===== src/rtl/pyr_rate_scheduler.sv =====
// Pyramid level sequencer: single-clock rate counter produces per-level enables,
// and an FSM walks levels coarsest to finest with start/done handshakes and a timeout.
module pyr_rate_scheduler #(
    parameter int NUM_LEVELS = 3,
    parameter int TMO_W      = 16
) (
    input  logic                  clk,
    input  logic                  reset,
    input  logic                  start,
    input  logic                  abort,
    input  logic [TMO_W-1:0]      timeout_max,
    input  logic                  lvl_done,
    output logic [NUM_LEVELS-1:0] ce_vec,
    output logic                  ce_cur,
    output logic                  lvl_start,
    output logic [1:0]            level,
    output logic                  busy,
    output logic                  done,
    output logic                  err
);

    typedef enum logic [1:0] {
        IDLE,
        WAIT_CE,
        RUN,
        DONE
    } state_t;

    localparam logic [1:0]       LAST_LEVEL = 2'(NUM_LEVELS - 1);
    localparam logic [TMO_W-1:0] TMO_ONE    = 1;

    state_t           state, state_n;
    logic [2:0]       cnt;
    logic [3:0]       ce_all;
    logic [1:0]       level_n;
    logic [TMO_W-1:0] timer, timer_n;
    logic             err_n;

    // Enables are decoded from the counter register only, so they never glitch.
    assign ce_all = {&cnt[2:0], &cnt[1:0], cnt[0], 1'b1};
    assign ce_vec = ce_all[NUM_LEVELS-1:0];
    assign ce_cur = ce_all[level];
    assign busy   = (state != IDLE);

    always_ff @(posedge clk or posedge reset) begin
        if (reset) begin
            cnt   <= '0;
            state <= IDLE;
            level <= '0;
            timer <= '0;
            err   <= 1'b0;
        end else begin
            cnt   <= cnt + 3'd1;
            state <= state_n;
            level <= level_n;
            timer <= timer_n;
            err   <= err_n;
        end
    end

    always_comb begin
        state_n   = state;
        level_n   = level;
        timer_n   = timer;
        err_n     = err;
        lvl_start = 1'b0;
        done      = 1'b0;
        if (abort) begin
            state_n = IDLE;
            level_n = '0;
        end else begin
            case (state)
                IDLE: begin
                    if (start) begin
                        level_n = LAST_LEVEL;
                        err_n   = 1'b0;
                        state_n = WAIT_CE;
                    end
                end
                WAIT_CE: begin
                    if (ce_cur) begin
                        lvl_start = 1'b1;
                        timer_n   = '0;
                        state_n   = RUN;
                    end
                end
                RUN: begin
                    // lvl_done is checked before the timeout so completion wins a tie.
                    if (ce_cur) begin
                        if (lvl_done) begin
                            if (level == 2'd0) begin
                                state_n = DONE;
                            end else begin
                                level_n = level - 2'd1;
                                state_n = WAIT_CE;
                            end
                        end else if ((timeout_max != '0) &&
                                     (timer == timeout_max - TMO_ONE)) begin
                            err_n   = 1'b1;
                            state_n = IDLE;
                        end else begin
                            timer_n = timer + TMO_ONE;
                        end
                    end
                end
                DONE: begin
                    done    = 1'b1;
                    state_n = IDLE;
                end
                default: state_n = IDLE;
            endcase
        end
    end

endmodule


===== config.mk =====
export PLATFORM = sky130hd
export DESIGN_NAME = pyr_rate_scheduler
export DESIGN_NICKNAME = d
export VERILOG_FILES = /design/src/rtl/pyr_rate_scheduler.sv
export SDC_FILE = /design/constraint.sdc
export NUM_CORES = 1
export LEC_CHECK = 0
export CAP_MARGIN = 20
export CORE_ASPECT_RATIO = 0.8
export CORE_UTILIZATION = 30
export CTS_CLUSTER_SIZE = 8
export DETAILED_ROUTE_END_ITERATION = 12
export PLACE_DENSITY_LB_ADDON = 0.15
export SLEW_MARGIN = 10
export SYNTH_ARGS = -nofsm -noshare
export SYNTH_HDL_FRONTEND = slang
export SYNTH_SLANG_ARGS = --single-unit

===== constraint.sdc =====
create_clock -name clk -period 3.2 [get_ports clk]
set_input_delay 0.8 -clock clk [delete_from_list [all_inputs] [get_ports clk]]
set_output_delay 0.8 -clock clk [all_outputs]
set_load 0.02 [all_outputs]

**Word level (Yosys, flattened, before mapping)**

Cells that the tools add are included.

- Word-level logic and storage cells: 72
- Register bits after elaboration: 24

- Bitwise gates (word level): 1
- Multiplexer cells: 31
- Reductions and logical operators: 14
- Equality and inequality tests: 16
- $lt $le $gt $ge: 1
- Add/subtract/negate cells: 4

Operators with widths:

| cell | count |
|---|---|
| $mux 16 | 4 |
| $pmux 16 s2 | 1 |
| $mux 2 | 12 |
| $add 16x1->16 const B | 1 |
| $eq 16x16->1 | 1 |
| $reduce_bool 16->1 | 1 |
| $sub 16x1->16 const B | 1 |
| $ne 3x3->1 const B | 5 |
| $ne 2x2->1 const B | 6 |
| $reduce_and 6->1 | 2 |
| $mux 1 | 10 |
| $pmux 2 s4 | 1 |
| $reduce_bool 2->1 | 3 |
| $reduce_and 5->1 | 1 |
| $eq 2x2->1 const B | 2 |
| $logic_not 2->1 | 2 |
| $ne 4x4->1 const B | 1 |
| $pmux 2 s2 | 1 |
| $reduce_and 4->1 | 1 |
| $add 3x1->3 const B | 1 |
| $lt 2x3->1 const B | 1 |
| $reduce_and 3->1 | 1 |
| $reduce_bool 3->1 | 1 |
| $bmux 1 s2 | 1 |
| 6 further kinds | 6 |

**Depth between registers and ports, before layout**

Gate-level depths: netlist (run 1).

- Depth after elaboration: 8
- Gate-level depth with buffers: 12

**Worst setup path before layout (run 1)**

OpenSTA, ideal clock, no wires.

- Kind: input to register
- Start: in timeout_max[0]
- End: reg timer[11]
- Path slack: 0.069 ns
- Library setup time: 0.132 ns
- Required time: 3.068 ns
- Cell stages on the path: 11
- Arrival: 2.999 ns
- Path through: inv_1 > ha_1 > nor3b_1 > nand3_1 > or3b_1 > a211oi_1 > o32a_1 > o2111a_2 > o21ai_1 > a31o_2 > nor3b_1

- Cells in the longest elaborated chain, start to end: 5
- Elaborated cells on any way between the ends: 6
- Classes of those cells: 1 x add/sub; 2 x eq/ne; 3 x reduce/logical

Ends and longest elaborated chain:

| item | RTL line | text |
|---|---|---|
| start, declared | 11 | `input logic [TMO_W-1:0] timeout_max,` |
| $sub 16x1->16 | 98 | `(timer == timeout_max - TMO_ONE)) begin` |
| $eq 16x16->1 | 98 |  |
| $logic_and 1x1->1 * | 97 | `end else if ((timeout_max != '0) &&` |
| $ne 2x2->1 (no line) * | - |  |
| $reduce_and 6->1 (no line) * | - |  |
| end signal, assigned | 56 | `timer <= timer_n;` |
| end, declared | 36 | `logic [TMO_W-1:0] timer, timer_n;` |

Every way passes the cells marked *; elsewhere a longest branch is shown, timed or not.
A chain may end at the register's enable or synchronous reset.

**Worst setup path after layout (run 1)**

- Start: in timeout_max[6]
- End: reg state[1]

- Cells in the longest elaborated chain, start to end: 5
- Elaborated cells on any way between the ends: 6
- Classes of those cells: 1 x add/sub; 2 x eq/ne; 3 x reduce/logical

Ends and longest elaborated chain:

| item | RTL line | text |
|---|---|---|
| $sub 16x1->16 | 98 |  |
| $eq 16x16->1 | 98 |  |
| $logic_and 1x1->1 * | 97 |  |
| $ne 4x4->1 (no line) * | - |  |
| $reduce_and 4->1 (no line) * | - |  |
| end signal, assigned | 54 | `state <= state_n;` |
| end, declared | 32 | `state_t state, state_n;` |

Marks and branches as above.

==> impl_metrics.tcl, run 1 <==
set metrics [dict create \
    status "finished clean" \
    r2r_slack_ns 0.52 \
    drc 0 \
    setup_viol 0 \
    critPathArrivalTime_ns 3.32 \
    cp-end-kind "register" \
    drv_slew 0 \
    start_kind "input port" \
    worst_r2r_path_depth 11 \
    grt_pass1_wl_mm 8.96 \
    cts_hold_buffers 0 \
    placed_area_um2 2570 \
    dpl.cell_count 367 \
    fin_area_um2 2890 \
    wl_per_cell_um 14.3 \
    grt_max_degree 25 \
    synth_area_um2 1960 \
    die_area_um2 6850 \
    io_buffers 29 \
    syn_to_final_growth_pct 47.6 \
    post-route-min-period_ns 3.12 \
    hold-path-endpoint "cnt[1]" \
    first_iter_violations 107 \
    ys_seq_area_frac 0.307 \
    rows 25 \
    gr-total-overflow 0 \
    seqCellArea_um2 601 \
    io_pins 31 \
    worstHoldPathCells 1 \
    root_buffer "clkbuf_8" \
    worstMarginPinSlew_ns 0.503 \
    p_per_area_nw_per_um2 292 \
    final_nets 330 \
    wl_mm 5.49 \
    start_util 0.321 \
    drv_cap 0 \
    multi_input_area_um2 1410 \
    vias_per_cell 5.16 \
    cts.path.max_buffers 2 \
    worstPathMaxFanout 7 \
    synth.avg_cell_area_um2 8.47 \
    synth-seq-cells 24 \
    fmax_mhz 321 \
    cts_sinks 24 \
    core_area_um2 6100 \
    grt_pass1_vias 1833 \
    clk_pin_slew_ns 0.09 \
    dp_hpwl_mm 3.99 \
    post-place-ws_ns -0.720 \
    yosysTopAreaCell "dfrtp_1" \
    diodes 0 \
    final.setup_skew_ns 0.00391 \
    synth.net_count 258 \
    worstSetupPathType "input port to register" \
    instances_no_fill 383 \
    ant_nets 0 \
    grt_use_total 0.165 \
    gp_congestion 0.762 \
    cts_made_buffers 3 \
    die_x_um 92.3 \
    tritoncts "done" \
    n_fill_cell 618 \
    synthFlopType "dfrtp_1" \
    required_ns 3.40 \
    fp.dieH_um 74.2 \
    slew_headroom 0.662 \
    synth_cells 231 \
    drive_gt1_frac 0.278 \
    r2r-start "cnt[0]" \
    min-delay-start "cnt[1]" \
    hold_viol 0 \
    yosysUniqueCellTypes 60 \
    setup_slack_ns 0.0808 \
    antenna_found_initial 0 \
    timing.rr.end "timer[15]" \
    hp-class "register to register" \
    synth_top_area_frac 0.307 \
    finalCritPeriodShare 0.975 \
    clk_latency_ns 0.27 \
    p_total_uw 844 \
    vias 1978 \
    vdd_ir_drop_max_v 0.000198 \
    async_reset_ff_frac 1.00 \
    rsz0062_at_grt "no" \
    synth_warnings 0 \
    htreeDepth 1 \
    synth_area_leaders "dfrtp_1, nand2_1, xnor2_1" \
    synth_edf_count 0 \
    setup_tns_ns 0 \
    leakage_nw 1.33 \
    drtPass1Iterations 4 \
]
[cell type report]
| class | instances | area share |
|---|---|---|
| Multi-Input combinational cell | 186 | 0.489 |
| Timing Repair Buffer | 77 | 0.235 |
| Sequential cell | 24 | 0.208 |
| Tap cell | 81 | 0.0351 |
| Clock buffer | 4 | 0.0191 |
| Inverter | 11 | 0.0143 |
[timing repair]
action                                  CTS  global route
pin swaps                                13            16
gates resized for setup                  30            25
gates cloned                              1             0
endpoints found under the setup margin   18            18
buffers inserted                          5             6
[sequential cells by signal, summed over array words and instances, names as in the netlist]
register / cells
cnt: 3
err: 1
level: 2
state: 2
timer: 16
[how the worst max path moves through the flow]
stage | to | cells after the start | from | slack, ns
final | state[1] | 12 | timeout_max[6] | 0.08
after global routing | state[1] | 12 | timeout_max[6] | 0.004
after CTS | timer[1] | 13 | timeout_max[5] | -0.01
after detailed placement | timer[13] | 12 | timeout_max[1] | -0.72
after global placement | timer[6] | 12 | timeout_max[0] | -0.65
after floorplan | timer[11] | 11 | timeout_max[0] | 0.07
[stage by stage]
stage | hold WS (ns) | util
floorplan | 0.438 | -
global route | 0.513 | 0.473
detailed placement | 0.461 | 0.421
finish | 0.479 | 0.473
CTS | 0.483 | 0.456
global placement | 0.452 | 0.421
[cell usage in the layout, fill, tap and decap left out, types with 5 or more instances in the layout]
master,instances
o21ai_0,5
nor4_1,5
xnor2_1,7
inv_1,9
nor2b_1,7
nand2_1,26
buf_6,5
nor2_1,18
xor2_1,9
nor3_1,5
dfrtp_1,24
buf_4,43
dlymetal6s2s_1,8
nand2b_1,5
nand3_1,7
clkdlybuf4s50_1,17
ha_1,5
[cells by family (layout without fill, tap and decap cells)]
family / count (synthesis) / count (layout) / synth area share
AOI/OAI and AO/OA: 48 / 48 / 0.185
xor gates and xnor gates: 18 / 18 / 0.0806
adders and majority gates: 6 / 6 / 0.0384
buffers and inverters: 22 / 92 / 0.0505
DFF: 24 / 24 / 0.307
muxes: 4 / 4 / 0.0205
other: 1 / 1 / 0.00192
and+or+nand+nor: 108 / 109 / 0.316
[Yosys cell counts, types with 2 or more instances]
cell type / instances
a31oi_1: 3
nor3_1: 8
a21oi_1: 4
nand3_1: 8
nor3b_1: 3
nor2_1: 18
and3_1: 4
o211ai_1: 2
nand4_1: 4
nor4_1: 6
a22o_1: 4
nand2b_1: 5
nor2b_1: 7
a211oi_1: 3
and4_1: 3
nand2_1: 26
or3_1: 2
inv_1: 11
a22oi_1: 2
nor4_4: 2
o2bb2ai_1: 2
o21ai_0: 7
mux2i_1: 4
buf_4: 2
o311ai_0: 4
or4_1: 3
ha_1: 6
clkbuf_1: 7
dfrtp_1: 24
xnor2_1: 9
xor2_1: 9
[per-layer routing]
| layer | GRT usage | vias to the layer above | wire, um |
|---|---|---|---|
| li1 | - | 998 | - |
| met1 | 0.242 | 941 | 2800 |
| met2 | 0.264 | 37 | 2430 |
| met3 | 0.0276 | 2 | 244 |
| met4 | 0.0156 | 0 | 19 |
| met5 | 0 | - | 0 |
[report_power, final]
group	total, mW	switching, mW	internal (mW)
registers	0.351	0.0327	0.318
logic	0.284	0.146	0.138
clock network	0.209	0.0988	0.110
total	0.844	0.277	0.566
[critical path, stage by stage]
cell	delay [ns]
clkdlybuf4s50_1	0.46
nor4_4	0.24
nand3_4	0.15
buf_4	0.17
xnor2_2	0.13
nor3_1	0.07
o32a_1	0.29
o2111a_2	0.22
buf_6	0.13
or2_4	0.26
a311o_1	0.29
a21oi_2	0.11
Note: power is estimated with default switching activity, not from simulation.
==> run 2: changes to the inputs <==
--- a/config.mk
+++ b/config.mk
@@ -8,6 +8,7 @@
 export CAP_MARGIN = 20
 export CORE_ASPECT_RATIO = 0.8
 export CORE_UTILIZATION = 30
+export CTS_BUF_LIST = sky130_fd_sc_hd__clkbuf_16
 export CTS_CLUSTER_SIZE = 8
 export DETAILED_ROUTE_END_ITERATION = 12
 export PLACE_DENSITY_LB_ADDON = 0.15
==> impl_metrics.tcl, run 2 (synthesized netlist as in run 1, its figures left out) <==
set metrics [dict create \
    status "finished clean" \
    clk_pin_slew_ns 0.06 \
    dp_hpwl_mm 3.99 \
    htreeDepth 1 \
    drv_cap 0 \
    whs_ns 0.474 \
    p_switching_uw 288 \
    setup_slack_ns 0.0917 \
    io_buffers 29 \
    first_iter_violations 117 \
    comb_power_share 0.319 \
    grt_pass1_vias 1823 \
    drc 0 \
    seq_power_share 0.384 \
    placed_area_um2 2570 \
    grt_pass1_wl_mm 8.87 \
    grt_use_total 0.165 \
    path_cells "dlygate4sd2_1 -> nor4_4 -> nand3_2 -> buf_6 -> buf_4 -> xnor2_2 -> nor3_1 -> o32a_1 -> o2111a_2 -> or2_4 -> buf_6 -> a21o_1 -> o2bb2ai_1" \
    post-place-ws_ns -0.720 \
    worstSetupPathType "input port to register" \
    die_x_um 92.3 \
    cts.path.max_buffers 2 \
    p_per_area_nw_per_um2 315 \
    top_regs "timer: 16 flops, cnt: 3 flops" \
    gp_congestion 0.762 \
    leakage_nw 1.35 \
    critPathArrivalTime_ns 3.25 \
    drive_gt1_frac 0.282 \
    post-route-min-period_ns 3.11 \
    hold_viol 0 \
    gr-total-overflow 0 \
    vias_per_cell 5.22 \
    fin_area_um2 2910 \
    start_kind "input port" \
    mostFrequentLayoutCells "buf_4, nand2_1, dfrtp_1" \
    vias 1994 \
    worstMarginPinSlew_ns 0.689 \
    slew_headroom 0.540 \
    intPower_uw 629 \
    power.share.clock 0.297 \
    worstPathMaxFanout 7 \
    cp_slowest_cell "nor4_4" \
    swShare 0.314 \
    grt_max_degree 25 \
    io_pins 31 \
    slowest_delay_ns 0.32 \
    wl_per_cell_um 14.1 \
    wl_mm 5.38 \
    fp.dieH_um 74.2 \
    drv_slew 0 \
    start_util 0.321 \
    final_nets 329 \
    finalCritPeriodShare 0.971 \
    drtPass1Iterations 4 \
    cts_sinks 24 \
    clk_latency_ns 0.26 \
    cts_hold_buffers 0 \
    dpl.cell_count 367 \
    fmax_mhz 322 \
    rows 25 \
    ant_nets 0 \
    p_total_uw 917 \
    setup_tns_ns 0 \
    final_common_cell "buf_4" \
    fin_util 0.477 \
    required_ns 3.34 \
    largest_register_ffs 16 \
    cts_made_buffers 3 \
    hp-class "register to register" \
    antenna_found_initial 0 \
    vdd_ir_drop_max_v 0.000161 \
    setup_viol 0 \
    syn_to_final_growth_pct 48.9 \
    cp-end-kind "register" \
    instances_no_fill 382 \
    diodes 0 \
    top_register "timer" \
    tritoncts "done" \
    core_area_um2 6100 \
    die_area_um2 6850 \
    final.setup_skew_ns 0.00606 \
    root_buffer "clkbuf_16" \
    cp_common_cell "buf_6" \
]
==> run 2: path summary, 6_finish.rpt <==
path                                start   endpoint  slack (ns)  depth (start not counted)
setup / recovery           timeout_max[6]   timer[1]        0.09                         13
setup reg to reg                   cnt[0]  timer[15]        0.25                         11
hold / removal                     cnt[1]     cnt[1]        0.47                          1
min in group asynchronous           reset     cnt[0]        0.88                          3
max in group asynchronous           reset   state[1]        2.06                          3
hold reg to reg                    cnt[1]     cnt[1]        0.47                          1
==> run 2: layout make-up <==
cell class	count	area [um^2]
clock buffer	3	75.1
clock inverter	1	3.75
fill	613	3190
inverter	11	41.3
multi-input combinational	186	1430
sequential	24	601
tap	81	101
timing repair buffer	76	664
==> run 2: critical path, delay by kind of cell <==
| kind | cells | cell delay [ns] |
|---|---|---|
| buffers and inverters | 4 | 0.68 |
| AO/OA/AOI/OAI | 4 | 0.81 |
| XOR/XNOR | 1 | 0.13 |
| AND/OR/NAND/NOR | 4 | 0.82 |
==> run 2: layer usage <==
metal / wire length (um) / GRT usage / up-vias
met5: 0 / 0 / -
met4: 38 / 0.0365 / 0
met3: 179 / 0.0245 / 4
met2: 2370 / 0.257 / 32
met1: 2800 / 0.243 / 960
li1: - / - / 998
==> run 2: power groups by stage <==
| stage | Sequential (mW) | Combinational, mW | Clock [mW] |
|---|---|---|---|
| floorplan | 0.340 | 0.150 | 0 |
| global placement | 0.357 | 0.260 | 0 |
| detailed placement | 0.357 | 0.260 | 0 |
| CTS | 0.351 | 0.279 | 0.284 |
| global route | 0.355 | 0.321 | 0.296 |
| finish | 0.352 | 0.292 | 0.272 |
==> run 2: what timing repair did <==
action                                  4_1_cts  5_1_grt
endpoints found under the setup margin       18       18
setup buffers                                 5        5
hold endpoints to repair                      0        0
gates cloned                                  1        0
pin swaps                                    14       12
gates resized for setup                      30       28
